## config.mk

```make
export PLATFORM = sky130hd
export DESIGN_NAME = shift_right_seq
export DESIGN_NICKNAME = d
export VERILOG_FILES = /design/src/rtl/shift_right_seq.sv
export SDC_FILE = /design/constraint.sdc
export NUM_CORES = 1
export LEC_CHECK = 0
export BUFFER_PORTS_ARGS = -buffer_cell sky130_fd_sc_hd__buf_2
export CORE_MARGIN = 4
export CORE_UTILIZATION = 30
export DETAILED_ROUTE_END_ITERATION = 8
export PLACE_DENSITY_LB_ADDON = 0.15
export REMOVE_ABC_BUFFERS = 1
export SYNTH_ARGS = -nofsm -noshare
export SYNTH_HDL_FRONTEND = slang
export SYNTH_SLANG_ARGS = --single-unit
```

## constraint.sdc

```tcl
create_clock -name clk -period 5.43 [get_ports clk]
set_clock_uncertainty 0.05 [all_clocks]
set_input_delay 0.2715 -clock clk [delete_from_list [all_inputs] [get_ports clk]]
set_output_delay 0.2715 -clock clk [all_outputs]
set_load 0.05 [all_outputs]
```

## src/rtl/shift_right_seq.sv

```systemverilog
// Multi-cycle right shifter: shifts the operand one bit per clock, logical or arithmetic,
// and reports completion with a single-cycle done pulse.
module shift_right_seq #(
    parameter int unsigned WIDTH   = 32,
    parameter int unsigned SHAMT_W = 5
) (
    input  logic               clk,
    input  logic               rst,
    input  logic               start,
    input  logic               arith,
    input  logic [SHAMT_W-1:0] shamt,
    input  logic [WIDTH-1:0]   inData,
    output logic [WIDTH-1:0]   outData,
    output logic               busy,
    output logic               done
);

    if (2 ** SHAMT_W != WIDTH) begin : gen_width_check
        $error("shift_right_seq: 2**SHAMT_W must equal WIDTH");
    end

    typedef enum logic [1:0] {StIdle, StShift, StDone} state_t;

    state_t             state;
    logic [SHAMT_W-1:0] cnt;
    logic               mode;

    always_ff @(posedge clk or posedge rst) begin
        if (rst) begin
            state   <= StIdle;
            outData <= '0;
            cnt     <= '0;
            mode    <= 1'b0;
            busy    <= 1'b0;
            done    <= 1'b0;
        end else begin
            unique case (state)
                StIdle: begin
                    if (start) begin
                        outData <= inData;
                        cnt     <= shamt;
                        mode    <= arith;
                        busy    <= 1'b1;
                        state   <= StShift;
                    end
                end
                StShift: begin
                    if (cnt != '0) begin
                        // mode selects sign fill (SRA) versus zero fill (SRL)
                        outData <= {mode & outData[WIDTH-1], outData[WIDTH-1:1]};
                        cnt     <= cnt - SHAMT_W'(1);
                    end else begin
                        busy  <= 1'b0;
                        done  <= 1'b1;
                        state <= StDone;
                    end
                end
                StDone: begin
                    done  <= 1'b0;
                    state <= StIdle;
                end
                default: begin
                    busy  <= 1'b0;
                    done  <= 1'b0;
                    state <= StIdle;
                end
            endcase
        end
    end

endmodule

```

After elaboration in Yosys (flattened, before gate mapping):

Index checks and enable logic that the tools add are counted.

* $mul: 0
* divide/modulo/power cells: 0
* bitwise gates (word level): 3
* add/sub/neg operators: 1
* $lt $le $gt $ge: 0
* reductions and logical operators: 8
* shift operators: 0
* mux-type cells: 14
* equality and inequality tests: 5

Operators by type and width (count)
* 2-to-1 mux 32 bit: 2
* one-hot mux 32 bit (2 select lines): 1
* 2-to-1 mux 5 bit: 2
* one-hot mux 5 bit (2 select lines): 1
* inequality test 2 bit (second input constant): 3
* AND reduction 2 bit: 3
* AND reduction 3 bit: 2
* nonzero test 5 bit: 1
* subtractor 5 x 1 -> 5 bit (second input constant): 1
* 2-to-1 mux 2 bit: 2
* one-hot mux 2 bit (2 select lines): 1
* 2-to-1 mux 1 bit: 3
* one-hot mux 1 bit (3 select lines): 1
* == test 2 x 1 -> 1 bit (second input constant): 1
* == test 2 bit (second input constant): 1
* logical NOT 2 bit: 1
* NOT 1 bit: 2
* one-hot mux 1 bit (2 select lines): 1
* nonzero test 2 bit: 1
* AND 1 bit: 1

* bits in read-only memories: 0
* memories kept: 0
* RAM bits: 0
* bits in latches: 0
* flip-flop bits (word level): 42
* word-level logic and storage cells: 37

Depth between registers and ports, before layout:

* depth in word-level cells: 3
* gate-level depth with buffers: 7
* mapped depth without buffers: 6

Worst setup path after synthesis:

No wires, ideal clock.

* path kind: reg2reg
* start point: register cnt[0]
* end point: register outData[0]
* required time: 5.255 ns
* slack: 3.398 ns
* arrival time: 1.857 ns
* cell stages (with the launch flop): 8
* path buffers: 1
* clock period less this slack: 2.032 ns
* cell sequence: dfrtp_1 -> inv_1 -> ha_1 -> or4b_4 -> a21oi_2 -> inv_2 -> buf_6 -> mux2_4

* cells in the longest elaborated chain, start to end: 3

RTL lines
* from (decl): RTL line 25 `logic [SHAMT_W-1:0] cnt;`
* from (signal assigned): RTL line 41 `cnt <= shamt;`
* from (signal assigned): RTL line 51 `cnt <= cnt - SHAMT_W'(1);`
* nonzero test 5 bit: RTL line 48 `if (cnt != '0) begin`
* inequality test 2 bit (no source line)
* AND reduction 3 bit (no source line)
* to (signal assigned): RTL line 40 `outData <= inData;`
* to (signal assigned): RTL line 50 `outData <= {mode & outData[WIDTH-1], outData[WIDTH-1:1]};`
* to (decl): RTL line 13 `output logic [WIDTH-1:0] outData,`

No other way between the ends.
A chain may end at the register's enable or synchronous reset.

Worst setup path in the final report:

* start point: register state[0]
* end point: register outData[9]

* cells in the longest elaborated chain, start to end: 3

RTL lines
* from (decl): RTL line 24 `state_t state;`
* from (signal assigned): RTL line 30 `state <= StIdle;`
* from (signal assigned): RTL line 44 `state <= StShift;`
* from (signal assigned): RTL line 55 `state <= StDone;`
* == test 2 x 1 -> 1 bit or logical NOT 2 bit (tied branches): RTL line 37 `unique case (state)`
* inequality test 2 bit (no source line) or nonzero test 2 bit (tied branches)
* AND reduction 3 bit (no source line)

Parallel ways exist; a longest one is shown, timed or not.

==> flow_metrics.env <==
export IMPL_synth_area_top_cells="dfrtp_1 48%, mux2_4 19%, mux2_2 18%"
export IMPL_synthArstFlopShare_pct=100
export IMPL_slowest_delay_ns=0.80
export IMPL_clockBufferDepth=2
export IMPL_dieArea_sq_um=8720
export IMPL_fp_coreArea_sq_um=6940
export IMPL_numClockSinks=42
export IMPL_cp_slowest_cell="nor2b_2"
export IMPL_vias_per_cell=4.40
export IMPL_wl_um=4610
export IMPL_synth_area_sq_um=2190
export IMPL_fp_row_count=30
export IMPL_drc_errors=0
export IMPL_overflow=0
export IMPL_tightest_slew_ns=1.10
export IMPL_htreeDepth=2
export IMPL_fmax_ghz=0.364
export IMPL_drv_slew=0
export IMPL_setup_violations=0
export IMPL_synthFlopType="dfrtp_1"
export IMPL_startpoint_type="flop"
export IMPL_worstSkewPairLatency_ns=0.29
export IMPL_hpwl_um=3260
export IMPL_avgSynthCellArea_sq_um=14.0
export IMPL_arrival_ns=2.87
export IMPL_final_antenna_net_count=0
export IMPL_crit_fanout=33
export IMPL_drive_gt1_share_pct=64.9
export IMPL_synth_seq_cells=42
export IMPL_layout_min_cycle_time_ns=2.75
export IMPL_slew_headroom_pct=26.8
export IMPL_worst_path_dominant_cell_family="simple AND/OR/NAND/NOR gates"
export IMPL_insertedDiodeCount=0
export IMPL_clockRootBuffer="clkbuf_8"
export IMPL_pin_count=75
export IMPL_ys_seq_area_share_pct=48.1
export IMPL_vias=1439
export IMPL_portBuffers=74
export IMPL_final_setup_tns_ns=0
export IMPL_grtUsageTotal_pct=11.4
export IMPL_wire_per_inst_um=14.1
export IMPL_path_cells="nor2b_2 -> a21oi_2 -> inv_2 -> mux2_2"
export IMPL_path_buf_inv=1
export IMPL_cts_hold_buf=0
export IMPL_final_hold_violation_count=0
export IMPL_rsz0062_at_grt="no"
export IMPL_yosys_area_top_type="dfrtp_1"
export IMPL_syn_inst=156
export IMPL_grt_start_max_net_pins=43
export IMPL_fin_nets=272
export IMPL_cts_clk_slew_worst_paths_ns=0.08
export IMPL_synth_top_cell_area_share_pct=48.1
export IMPL_cts_setup_buffers=0
export IMPL_hold_path_class="input port to async pin"
export IMPL_cp_required_ns=5.56
export IMPL_routabilityCongestion=0.691
export IMPL_die_h_um=93.4
export IMPL_grt_pass1_wl_um=7750
export IMPL_drt_initial_drc_count=43
export IMPL_grt_pass1_vias=1539
export IMPL_fp_dieW_um=93.4
export IMPL_cts_tree="built"
export IMPL_synthDistinctLibCells=29
export IMPL_crit_type="flop to flop"
export IMPL_areaGrowthSynthToFinish_pct=25.4
export IMPL_fin_crit_sh_pct=50.6
export IMPL_first_pass_iters=4
export IMPL_ctsResizeCount=0
export IMPL_numCtsBuffers=5
export IMPL_status="finished, final reports clean"
export IMPL_yosysWarnings=0
export IMPL_synth_edf_count=0
export IMPL_max_cap_viol_count=0
export IMPL_end_kind="flop"
export IMPL_antenna_found_initial=0
export IMPL_start_util_pct=31.5
-- cell type report --
type / instances / area, sq um
Fill cell: 712 / 4200
Multi-Input combinational cell: 100 / 1060
Sequential cell: 42 / 1050
Timing Repair Buffer: 75 / 378
Tap cell: 96 / 120
Clock buffer: 5 / 68.8
Clock inverter: 3 / 40.0
Inverter: 6 / 22.5
-- final timing paths --
path	startpoint	endpoint	slack [ns]	depth (start not counted)
setup reg to reg	state[0]$_DFFE_PP0P_	outData[9]$_DFFE_PP0P_	2.68	4
hold / removal	rst	outData[22]$_DFFE_PP0P_	0.04	3
setup / recovery	state[0]$_DFFE_PP0P_	outData[9]$_DFFE_PP0P_	2.68	4
max in group asynchronous	rst	cnt[2]$_DFFE_PP0P_	4.93	3
hold reg to reg	mode$_DFFE_PP0P_	mode$_DFFE_PP0P_	0.45	2
min in group clk	arith	mode$_DFFE_PP0P_	0.15	3
-- synth_stat cells (3+ instances only) --
master    count
buf_6         3
a211oi_1      3
nor3_1        3
a21oi_1       4
mux2_2       34
nand2_1       3
mux2_4       28
and3_1        3
inv_1         5
dfrtp_1      42
clkbuf_1      4
-- cells by family (layout without fill, tap and decap cells) --
| kind of cell | count (synthesis) | after routing | share of synthesized area, % |
|---|---|---|---|
| adders and majority gates | 1 | 1 | 0.572 |
| and+or+nand+nor | 21 | 21 | 6.01 |
| DFF | 42 | 42 | 48.1 |
| muxes | 64 | 64 | 37.6 |
| buffers and inverters | 14 | 89 | 3.49 |
| AOI/OAI and AO/OA | 14 | 14 | 4.23 |
-- placed cells by master (no fill, tap or decap) --
| master | n |
|---|---|
| mux2i_1 | 2 |
| buf_4 | 1 |
| nand3_1 | 1 |
| nand2b_1 | 1 |
| clkinv_1 | 1 |
| o22ai_1 | 2 |
| nor3_1 | 3 |
| dfrtp_1 | 42 |
| buf_2 | 74 |
| nor2_1 | 2 |
| clkinv_2 | 2 |
| or4b_4 | 1 |
| nor4b_1 | 2 |
| mux2_2 | 34 |
| and3_1 | 3 |
| inv_2 | 1 |
| a21oi_2 | 1 |
| a2111oi_0 | 1 |
| a211oi_1 | 3 |
| ha_1 | 1 |
| mux2_4 | 28 |
| bufinv_16 | 1 |
| inv_1 | 4 |
| a21oi_1 | 4 |
| o21ai_0 | 2 |
| clkbuf_8 | 5 |
| nor2b_2 | 1 |
| a221o_1 | 1 |
| nor3b_1 | 2 |
| nand2_1 | 3 |
| nor4_1 | 1 |
| or3b_2 | 1 |
-- flip-flops by register name (all words and copies together) (netlist names) --
| signal | flops |
|---|---|
| outData | 32 |
| cnt | 5 |
| state | 2 |
| busy | 1 |
| done | 1 |
| mode | 1 |
-- worst reg2reg max path, delay by kind of cell (launching register included) --
| family | cells | cell delay, ns |
|---|---|---|
| simple gates | 1 | 0.80 |
| buf+inv | 1 | 0.77 |
| flops | 1 | 0.42 |
| mux | 1 | 0.42 |
| compound gates | 1 | 0.18 |
-- layer usage --
layer  wire, um  part of all wire [%]  vias to the layer above  global-route usage [%]
met5          0                     0                        -                       0
met4         56                   1.2                        0                    3.66
met3        258                   5.6                        5                    3.94
met2       2120                    46                       32                    16.9
met1       2170                    47                      691                    15.5
li1           -                     -                      711                       -
-- metrics by stage --
step	std cells	hold WS (ns)	area [sq um]	setup slack (ns)	utilization, %
6_report	327	0.0370	2740	2.68	39.5
3_5_place_dp	319	0.385	2630	2.63	37.9
3_3_place_gp	319	0.385	2630	2.69	37.9
4_1_cts	327	0.0536	2740	2.62	39.5
2_1_floorplan	148	0.327	2130	2.80	-
5_1_grt	327	0.0896	2740	2.47	39.5
Power is left out: the tool's default activity adds up to more than one toggle a clock period on the data nets, which glitch-free logic cannot reach.
